--- src/rtl/sequence_controller.sv ---
// 8-phase instruction sequencer for the 8-bit CPU: drives register load enables,
// memory strobes and the address mux from {phase, opcode, zero, halted}.
module sequence_controller #(
   parameter logic [2:0] OP_HLT = 3'd0,
   parameter logic [2:0] OP_SKZ = 3'd1,
   parameter logic [2:0] OP_ADD = 3'd2,
   parameter logic [2:0] OP_AND = 3'd3,
   parameter logic [2:0] OP_XOR = 3'd4,
   parameter logic [2:0] OP_LDA = 3'd5,
   parameter logic [2:0] OP_STO = 3'd6,
   parameter logic [2:0] OP_JMP = 3'd7
) (
   input  logic       clk,
   input  logic       rst_,
   input  logic [2:0] opcode,
   input  logic       zero,
   output logic [2:0] phase,
   output logic       sel,
   output logic       rd,
   output logic       ld_ir,
   output logic       ld_ac,
   output logic       ld_pc,
   output logic       inc_pc,
   output logic       wr,
   output logic       data_e,
   output logic       halt
);

   typedef enum logic [2:0] {
      INST_ADDR  = 3'd0,
      INST_FETCH = 3'd1,
      INST_LOAD  = 3'd2,
      IDLE       = 3'd3,
      OP_ADDR    = 3'd4,
      OP_FETCH   = 3'd5,
      ALU_OP     = 3'd6,
      STORE      = 3'd7
   } phase_t;

   phase_t phase_q, phase_d;
   logic   halted_q, halted_d;
   logic   is_hlt, is_skz, is_sto, is_jmp, is_aluop;

   assign is_hlt   = (opcode == OP_HLT);
   assign is_skz   = (opcode == OP_SKZ);
   assign is_sto   = (opcode == OP_STO);
   assign is_jmp   = (opcode == OP_JMP);
   assign is_aluop = (opcode == OP_ADD) || (opcode == OP_AND) ||
                     (opcode == OP_XOR) || (opcode == OP_LDA);

   assign phase = phase_q;

   always_ff @(posedge clk or negedge rst_) begin
      if (!rst_) begin
         phase_q  <= INST_ADDR;
         halted_q <= 1'b0;
      end else begin
         phase_q  <= phase_d;
         halted_q <= halted_d;
      end
   end

   always_comb begin
      phase_d  = phase_t'(phase_q + 3'd1);
      halted_d = halted_q;
      sel      = 1'b0;
      rd       = 1'b0;
      ld_ir    = 1'b0;
      ld_ac    = 1'b0;
      ld_pc    = 1'b0;
      inc_pc   = 1'b0;
      wr       = 1'b0;
      data_e   = 1'b0;
      halt     = 1'b0;
      if (halted_q) begin
         // Frozen until reset; opcode and zero no longer matter.
         phase_d = phase_q;
         halt    = 1'b1;
      end else begin
         case (phase_q)
            INST_ADDR: sel = 1'b1;
            INST_FETCH: begin
               sel = 1'b1;
               rd  = 1'b1;
            end
            INST_LOAD, IDLE: begin
               sel   = 1'b1;
               rd    = 1'b1;
               ld_ir = 1'b1;
            end
            OP_ADDR: begin
               if (is_hlt) begin
                  halt     = 1'b1;
                  halted_d = 1'b1;
                  phase_d  = phase_q;
               end else begin
                  inc_pc = 1'b1;
               end
            end
            OP_FETCH: rd = is_aluop;
            ALU_OP: begin
               rd     = is_aluop;
               inc_pc = is_skz & zero;
               ld_pc  = is_jmp;
               data_e = is_sto;
            end
            STORE: begin
               rd     = is_aluop;
               ld_ac  = is_aluop;
               inc_pc = is_jmp;
               ld_pc  = is_jmp;
               wr     = is_sto;
               data_e = is_sto;
            end
            default: ;
         endcase
      end
   end

endmodule

--- config.mk ---
export PLATFORM = sky130hd
export DESIGN_NAME = sequence_controller
export DESIGN_NICKNAME = d
export VERILOG_FILES = /design/src/rtl/sequence_controller.sv
export SDC_FILE = /design/constraint.sdc
export NUM_CORES = 1
export LEC_CHECK = 0
export CORE_AREA = 2 2 39 41
export DETAILED_ROUTE_END_ITERATION = 6
export DIE_AREA = 0 0 41 43
export GPL_TIMING_DRIVEN = 0
export SLEW_MARGIN = 10
export SYNTH_ARGS = -nofsm -noshare
export SYNTH_HDL_FRONTEND = slang
export SYNTH_SLANG_ARGS = --single-unit
--- constraint.sdc ---
create_clock -name clk -period 1.3 [get_ports clk]
set_clock_uncertainty 0.05 [all_clocks]
set_input_delay 0.195 -clock clk [delete_from_list [all_inputs] [get_ports clk]]
set_output_delay 0.195 -clock clk [all_outputs]
set_load 0.02 [all_outputs]
# Yosys cells after proc, flatten, opt, wreduce, memory -nomap -nowiden
# Index checks and enable logic that the tools add are counted.
[op_classes]
n_addsub = 1
mul = 0
div = 0
n_lt_le_gt_ge = 0
n_eq_ne = 15
n_shift = 0
mux = 22
bitwise_logic = 2
reduce_logical = 11
[ops]
columns = ["operator", "count"]
rows = [
  ["3-bit == test (second input constant)", 8],
  ["1-bit 2-to-1 mux", 18],
  ["3-bit by 2-bit == test with 1-bit output (second input constant)", 4],
  ["3-bit by 1-bit == test with 1-bit output (second input constant)", 2],
  ["3-bit logical NOT", 2],
  ["3-bit 2-to-1 mux", 2],
  ["3-bit OR reduction", 2],
  ["2-bit OR reduction", 2],
  ["4-bit OR reduction", 1],
  ["3-bit by 1-bit adder with 3-bit output (second input constant)", 1],
  ["1-bit logical OR", 3],
  ["1-bit case mux with 3 select lines", 1],
  ["2-bit inequality test (second input constant)", 1],
  ["1-bit case mux with 2 select lines", 1],
  ["2-bit AND reduction", 1],
  ["1-bit AND", 1],
  ["1-bit NOT", 1],
]
[totals]
ff_bits = 4
latchBits = 0
ram_bits = 0
romBits = 0
in_bits = 6
elab_cells = 53
memories = 0

# Longest topological paths before layout
# Gate-level depths: netlist of run 1.
[logic_depth]
ltp_word = 6
depth_mapped = 5
depth_no_buf = 5

# Worst setup path before layout of run 1
# No wires, ideal clock.
[synth_path]
path_kind = "flip-flop to output port"
startpoint = "register phase_q[1], in the netlist phase[1]"
endpoint = "output port inc_pc"
arrival_time_ns = 1.522
required_time_ns = 1.055
setup_slack_ns = -0.467
stages_incl_launch_ff = 5
n_path_buf = 0
cell_sequence = "dfrtp_1 inv_1 ha_1 nand2_1 o32ai_1"
[synth_between]
elab_chain_cells = 3
[synth_rtl]
columns = ["element", "line", "source"]
rows = [
  ["start: declaration", "40", "phase_t phase_q, phase_d;"],
  ["start signal: assignment", "58", "phase_q <= phase_d;"],
  ["3-bit == test", "80", "case (phase_q)"],
  ["1-bit case mux with 3 select lines *", "80", ""],
  ["1-bit 2-to-1 mux *", "75", "if (halted_q) begin"],
  ["end: declaration", "23", "output logic inc_pc,"],
]
# Every way passes the cells marked *; elsewhere a longest branch is shown, timed or not.

# Final worst setup path of run 1
# Ends and elaborated chain as after synthesis.

==> summary.log, run 1 <==
[synthesis] number of instances in the synthesized netlist 38
[placement] Placement Cell Area 679.4 sq um
[status] run status finished, violations left
[worst_setup_path] critical path type flip-flop to output port
[floorplanning] core region area 0.001384 sq mm
[floorplanning] Initial Util 0.2631
[placement] Port-buffer cells 17
[clocking] Max clock buf depth 2
[global_routing] routing usage on met1 0.1993
[worst_setup_path] critical path required time 1.05 ns
[clocking] buffer type at the clock tree root sky130_fd_sc_hd__clkbuf_4
[worst_setup_path] Worst path max stage delay 0.47 ns
[worst_setup_path] slowest cell on the critical path sky130_fd_sc_hd__dfrtp_2
[global_routing] global-route wire length before repair 1759 um
[finish] post-route design area 833.3 sq um
[synthesis] yosys synthesis warning count 0
[finish] most common cell after layout, fill and taps aside sky130_fd_sc_hd__buf_6
[routing] vias 403
[floorplanning] Std-Cell Rows 14
[pwr] ratio of total power to cell area 2292 mW/mm^2
[hold_path] HP Class input pin to async pin
[worst_setup_path] crit path launch type flip-flop
[global_routing] Total GRT Usage 0.1493
[timing] RSZ-0062 raised after global routing yes
[pwr] leakage 0.3511 nW
[timing] time the final worst path needs with I/O delays and setup 1.748 ns
[worst_setup_path] critical-path maximum fanout 6
[clocking] CTS H-Tree Depth 1
[floorplanning] top-level I/O count 18
[global_routing] initial antenna violation count 0
[timing] Tightest Pin Transition 0.3669 ns
[worst_setup_path] Worst Setup End Kind output port
[global_routing] global-route track usage on met2 0.2156
[worst_setup_path] data arrival time of the critical path 1.50 ns
[global_routing] layer with the highest usage after global routing met2
[synthesis] Distinct cells, synth 21
[synthesis] mean cell area of the mapped netlist 9.582 sq um
[worst_setup_path] Worst R2R Path Depth 6
[finish] total inserted antenna cells 0
[timing] final worst setup slack -0.4484 ns
[worst_setup_path] worst reg2reg endpoint phase[1]
[finish] most used cells in the layout excluding fill and tap cells sky130_fd_sc_hd__buf_6, sky130_fd_sc_hd__buf_4, sky130_fd_sc_hd__dlygate4sd2_1
[synthesis] post-synthesis net count 49
[timing] hold violation count in the final report 0
[routing] number of iterations in the first detailed-routing pass 2
[clocking] Clock Latency Late Sink 0.24 ns
[finish] net count of the finished layout 82
[global_routing] overflow left after global routing 0
[finish] share of layout cells above drive strength 1 0.7286
[timing] Post-Route Setup TNS -2.708 ns
[timing] count of pins over their slew limit 0
[clocking] CTS Buf Count 3
[pwr] overall power of the completed layout 1.910 mW
[clocking] Clock Pin Slew Worst Setup and Hold Paths 0.04 ns
[timing] setup violators final 10
[routing] post-detailed-route DRC marker count 0
[placement] Post-DP HPWL 677.9 um
[routing] total detailed-routing wirelength 1036 um
[routing] count of nets left with antenna violations after detail routing 0
[clocking] clock tree from TritonCTS yes
[floorplanning] die span in x 41 um
[floorplanning] area of the die 0.001763 sq mm
[status] failing checks setup timing
[routing] detailed router's first-iteration violation count 3
[synthesis] sequential area share after synthesis 0.2749
[worst_setup_path] worst flop-to-flop path startpoint phase[1]
[pwr] maximum vdd drop 0.001613 V
[floorplanning] Die Height 43 um
[worst_setup_path] Cell Chain, Critical Path inv_2, ha_2, nand2_1, o32ai_4, buf_6
[worst_setup_path] slack of the worst reg-to-reg path -0.30 ns
[clocking] number of clock sinks 4
[global_routing] grt met3 use 0.06283
[finish] final core area utilization 0.6022
[synthesis] register bit count reported by yosys 4
[routing] via density per instance 4.686
[timing] headroom to the max-slew limit 0.7536
[global_routing] via count of the first global-routing pass 410
[timing] Max Clk Rate 0.5719 GHz
[synthesis] synthesized area 364.1 sq um
[routing] wire length per cell after detailed routing 12.05 um
[timing] minimum hold slack 0.09730 ns
[timing] final clock period utilization by the worst path 1.345
[clocking] CTS Hold Buffers Added 0
[flow_run] # Max-Cap Violations 0
[finish] Area growth, synth to finish 128.9%
[global_routing] maximum number of pins on one net before global-route repair 10
[placement] global placement routability congestion 0.7438
-- sequential cells by signal, indices dropped and copies added, names as in the netlist --
| name | flops |
|---|---|
| halted_q | 1 |
| phase | 3 |
-- report_power, final --
group	total [mW]	internal [mW]	leakage (nW)	switching [mW]
clock	0.170	0.115	0.0150	0.0551
sequential	0.348	0.207	0.0421	0.140
combinational	1.39	0.744	0.294	0.648
total	1.91	1.07	0.351	0.844
-- cell usage after synthesis --
cell type / count / area, sq um
sky130_fd_sc_hd__nor3_4: 1 / 16.27
sky130_fd_sc_hd__inv_1: 3 / 11.26
sky130_fd_sc_hd__o32ai_1: 1 / 8.760
sky130_fd_sc_hd__a31oi_4: 1 / 21.27
sky130_fd_sc_hd__buf_2: 1 / 5.000
sky130_fd_sc_hd__nor2_1: 4 / 15.01
sky130_fd_sc_hd__clkbuf_1: 1 / 3.750
sky130_fd_sc_hd__a211oi_1: 1 / 7.510
sky130_fd_sc_hd__a31oi_1: 1 / 6.260
sky130_fd_sc_hd__dfrtp_1: 4 / 100.1
sky130_fd_sc_hd__xnor2_1: 2 / 17.52
sky130_fd_sc_hd__nand2_1: 3 / 11.26
sky130_fd_sc_hd__nand3b_1: 1 / 7.510
sky130_fd_sc_hd__nor3_1: 3 / 15.01
sky130_fd_sc_hd__nand4b_1: 1 / 8.760
sky130_fd_sc_hd__mux2_4: 1 / 15.01
sky130_fd_sc_hd__mux2i_1: 1 / 10.01
sky130_fd_sc_hd__nand2b_1: 1 / 6.260
sky130_fd_sc_hd__ha_1: 5 / 62.56
sky130_fd_sc_hd__nor4bb_1: 1 / 10.01
sky130_fd_sc_hd__nand3_1: 1 / 5.000
-- metrics by stage --
step                      setup slack (ns)  cells
after detailed placement           -0.9249     71
final                              -0.4484     86
after global routing               -0.5222     86
after floorplan                    -0.1105     38
after CTS                          -0.4766     83
after global placement             -0.9354     71
-- kinds of logic after synthesis --
logic type | Yosys count | synth area share
AND/OR/NAND/NOR | 16 | 0.2612
buffers and inverters | 5 | 0.05496
adder cells (fa/ha/maj) | 5 | 0.1718
AO/OA/AOI/OAI | 4 | 0.1203
flip-flops | 4 | 0.2749
XOR/XNOR | 2 | 0.04812
multiplexers | 2 | 0.06872
-- worst max-delay path: cells and delay by family (launching register included) --
| kind | cells | cell delay, ns |
|---|---|---|
| simple gates | 1 | 0.10 |
| flops | 1 | 0.47 |
| buf+inv | 2 | 0.26 |
| compound gates | 1 | 0.22 |
| fa+ha+maj | 1 | 0.22 |
-- routing by layer --
metal | part of all wire | wire, um
met1 | 0.40 | 419
met2 | 0.55 | 574
met3 | 0.042 | 43
met4 | 0 | 0
met5 | 0 | 0
-- cell type report --
| cell class | count | area [sq um] |
|---|---|---|
| multi-input cells | 29 | 395.4 |
| repair buffers | 29 | 261.5 |
| well taps | 16 | 20.02 |
| inverters | 3 | 13.76 |
| clock buffers | 4 | 26.28 |
| flip-flops and latches | 4 | 105.1 |
| fillers | 123 | 550.5 |
| plain buffers | 1 | 11.26 |
-- how the worst max path moves through the flow --
stage | end | from | slack, ns | cells past startpoint
finish | inc_pc | phase[1] | -0.45 | 5
global route | inc_pc | phase[1] | -0.52 | 5
CTS | inc_pc | phase[0] | -0.48 | 6
detailed placement | inc_pc | opcode[0] | -0.92 | 4
global placement | inc_pc | opcode[0] | -0.94 | 4
floorplan | inc_pc | phase[0] | -0.11 | 5
-- what timing repair did --
action,CTS,global route
buffers inserted,9,3
setup endpoints to repair,14,11
gates resized for setup,67,7
pin swaps,5,3
(Power assumes the default switching activity.)
==> run 2, diff against run 1 <==
--- a/config.mk
+++ b/config.mk
@@ -10,4 +10,5 @@
 export DIE_AREA = 0 0 41 43
 export GPL_TIMING_DRIVEN = 0
+export REMOVE_ABC_BUFFERS = 1
 export SLEW_MARGIN = 10
 export SYNTH_ARGS = -nofsm -noshare
--- a/constraint.sdc
+++ b/constraint.sdc
@@ -3,3 +3,3 @@
 set_input_delay 0.195 -clock clk [delete_from_list [all_inputs] [get_ports clk]]
 set_output_delay 0.195 -clock clk [all_outputs]
-set_load 0.02 [all_outputs]
+set_load 0.1 [all_outputs]
==> run 2 against run 1 <==
  * Clock-buffer cell count decreased by 1
  * Critical endpoint unchanged
  * Design area is 4.5% lower
  * Critical path depth stayed put
  * Setup slack lost 0.051 ns
  * Global-route usage shrank 1.7 points
  * The run still ends with setup timing left
  * Die area unchanged
==> summary.log, run 2 (same netlist as run 1, synthesis figures left out) <==
[worst_setup_path] family with the most delay on the worst path flip-flops [unchanged]
[worst_setup_path] critical path type flip-flop to output port [unchanged]
[timing] time the final worst path needs with I/O delays and setup 1.799 ns [was 1.748 ns]
[clocking] CTS H-Tree Depth 1 [unchanged]
[global_routing] Total GRT Usage 0.1322 [was 0.1493]
[worst_setup_path] crit path launch type flip-flop [unchanged]
[routing] vias 387 [was 403]
[finish] net count of the finished layout 80 [was 82]
[timing] setup violators final 12 [was 10]
[floorplanning] top-level I/O count 18 [unchanged]
[status] run status finished, violations left [unchanged]
[timing] RSZ-0062 raised after global routing yes [unchanged]
[clocking] clock tree from TritonCTS yes [unchanged]
[routing] post-detailed-route DRC marker count 0 [unchanged]
[routing] total detailed-routing wirelength 978 um [was 1036 um]
[global_routing] overflow left after global routing 0 [unchanged]
[clocking] Clock Pin Slew Worst Setup and Hold Paths 0.04 ns [about the same]
[worst_setup_path] Worst Setup End Kind output port [unchanged]
[global_routing] global-route wire length before repair 1497 um [was 1759 um]
[finish] share of layout cells above drive strength 1 0.6716 [was 0.7286]
[timing] hold violation count in the final report 0 [unchanged]
[worst_setup_path] critical-path maximum fanout 6 [unchanged]
[routing] detailed router's first-iteration violation count 7 [was 3]
[floorplanning] Initial Util 0.2631 [unchanged]
[clocking] buffer type at the clock tree root sky130_fd_sc_hd__clkbuf_4 [unchanged]
[hold_path] HP Class input pin to async pin [unchanged]
[finish] most used cells in the layout excluding fill and tap cells sky130_fd_sc_hd__buf_6, sky130_fd_sc_hd__buf_4, sky130_fd_sc_hd__dlygate4sd2_1 [unchanged]
[finish] total inserted antenna cells 0 [unchanged]
[global_routing] initial antenna violation count 0 [unchanged]
[finish] most common cell after layout, fill and taps aside sky130_fd_sc_hd__buf_6 [unchanged]
[global_routing] maximum number of pins on one net before global-route repair 9 [was 10]
[timing] count of pins over their slew limit 0 [unchanged]
[flow_run] # Max-Cap Violations 0 [unchanged]
[timing] headroom to the max-slew limit 0.3673 [was 0.7536]
[clocking] Max clock buf depth 2 [unchanged]
[floorplanning] die span in x 41 um [unchanged]
[floorplanning] area of the die 0.001763 sq mm [unchanged]
[timing] Tightest Pin Transition 0.9529 ns [was 0.3669 ns]
[routing] wire length per cell after detailed routing 11.78 um [was 12.05 um]
[finish] number of flip-flops in the largest register 3 [unchanged]
[finish] Area growth, synth to finish 118.6% [was 128.9%]
[placement] global placement routability congestion 0.7064 [was 0.7438]
[placement] minimum setup slack after placement -1.363 ns [was -0.9249 ns]
[clocking] Clock Latency Late Sink 0.23 ns [was 0.24 ns]
[timing] Max Clk Rate 0.5557 GHz [was 0.5719 GHz]
[floorplanning] Std-Cell Rows 14 [unchanged]
[clocking] CTS Buf Count 3 [unchanged]
[placement] Port-buffer cells 17 [unchanged]
[routing] via density per instance 4.663 [was 4.686]
[timing] final worst setup slack -0.4994 ns [was -0.4484 ns]
[worst_setup_path] Cell Chain, Critical Path ha_2, ha_1, a31oi_1, o32ai_2, buf_6 [was inv_2, ha_2, nand2_1, o32ai_4, buf_6]
[worst_setup_path] slowest cell on the critical path sky130_fd_sc_hd__dfrtp_2 [unchanged]
[clocking] number of clock sinks 4 [unchanged]
[routing] count of nets left with antenna violations after detail routing 0 [unchanged]
[worst_setup_path] Worst path max stage delay 0.45 ns [was 0.47 ns]
[worst_setup_path] critical path required time 1.05 ns [about the same]
[worst_setup_path] worst path bufs/invs 1 [was 2]
[status] failing checks setup timing [unchanged]
[timing] final clock period utilization by the worst path 1.384 [was 1.345]
[floorplanning] Die Height 43 um [unchanged]
[worst_setup_path] data arrival time of the critical path 1.55 ns [was 1.50 ns]
[routing] number of iterations in the first detailed-routing pass 2 [unchanged]
[global_routing] via count of the first global-routing pass 378 [was 410]
[clocking] CTS Hold Buffers Added 0 [unchanged]
[placement] Post-DP HPWL 601.9 um [was 677.9 um]
[floorplanning] core region area 0.001384 sq mm [unchanged]
run 2: worst paths after layout:
kind	start	to	slack, ns	depth (start not counted)
worst max-delay path	phase[1]	inc_pc	-0.50	5
worst min-delay path	rst_	phase[2]	0.11	1
worst max register to register	phase[1]	phase[1]	-0.25	6
worst min register to register	phase[2]	halted_q	0.62	2
max in group asynchronous	rst_	phase[1]	0.92	1
min in group clk	opcode[0]	phase[2]	0.55	4
run 2: timing repair:
action	in CTS	in global routing
setup buffers	7	5
gates resized for setup	102	18
endpoints found under the setup margin	16	15
pin swaps	7	5
run 2: worst register-to-register path, stage by stage (launching register included):
cell and delay (ns):
sky130_fd_sc_hd__dfrtp_2 0.43, sky130_fd_sc_hd__inv_4 0.06, sky130_fd_sc_hd__ha_4 0.17, sky130_fd_sc_hd__buf_6 0.11, sky130_fd_sc_hd__a31oi_4 0.18, sky130_fd_sc_hd__buf_6 0.14
sky130_fd_sc_hd__mux2_4 0.29
run 2: per-layer routing:
layer	vias up	wire, um	global-route usage
met2	15	517	0.1875
met3	0	63	0.03665
met1	177	396	0.1536
li1	195	-	-
met4	0	0	0.1133
met5	-	0	0
run 2: cell type report:
cell class	count	area [sq um]
sequential	4	103.9
inverter	3	13.76
fill	130	588.1
clock buffer	3	22.52
tap	16	20.02
timing repair buffer	28	309.0
multi-input combinational	29	326.6
run 2: per-stage QoR:
step,instance area (sq um),TNS (ns),hold slack [ns],util,std cells
after floorplan,355.3,-20.69,-0.1506,-,36
after global placement,545.5,-12.77,0.3537,0.3942,69
after detailed placement,545.5,-12.75,0.3556,0.3942,69
after CTS,709.4,-4.027,0.1053,0.5127,79
after global routing,795.8,-4.378,0.1032,0.5750,83
final,795.8,-3.524,0.1108,0.5750,83
Power of run 2 is left out: the tool's default activity adds up to more than one toggle a clock period on the data nets, which glitch-free logic cannot reach.
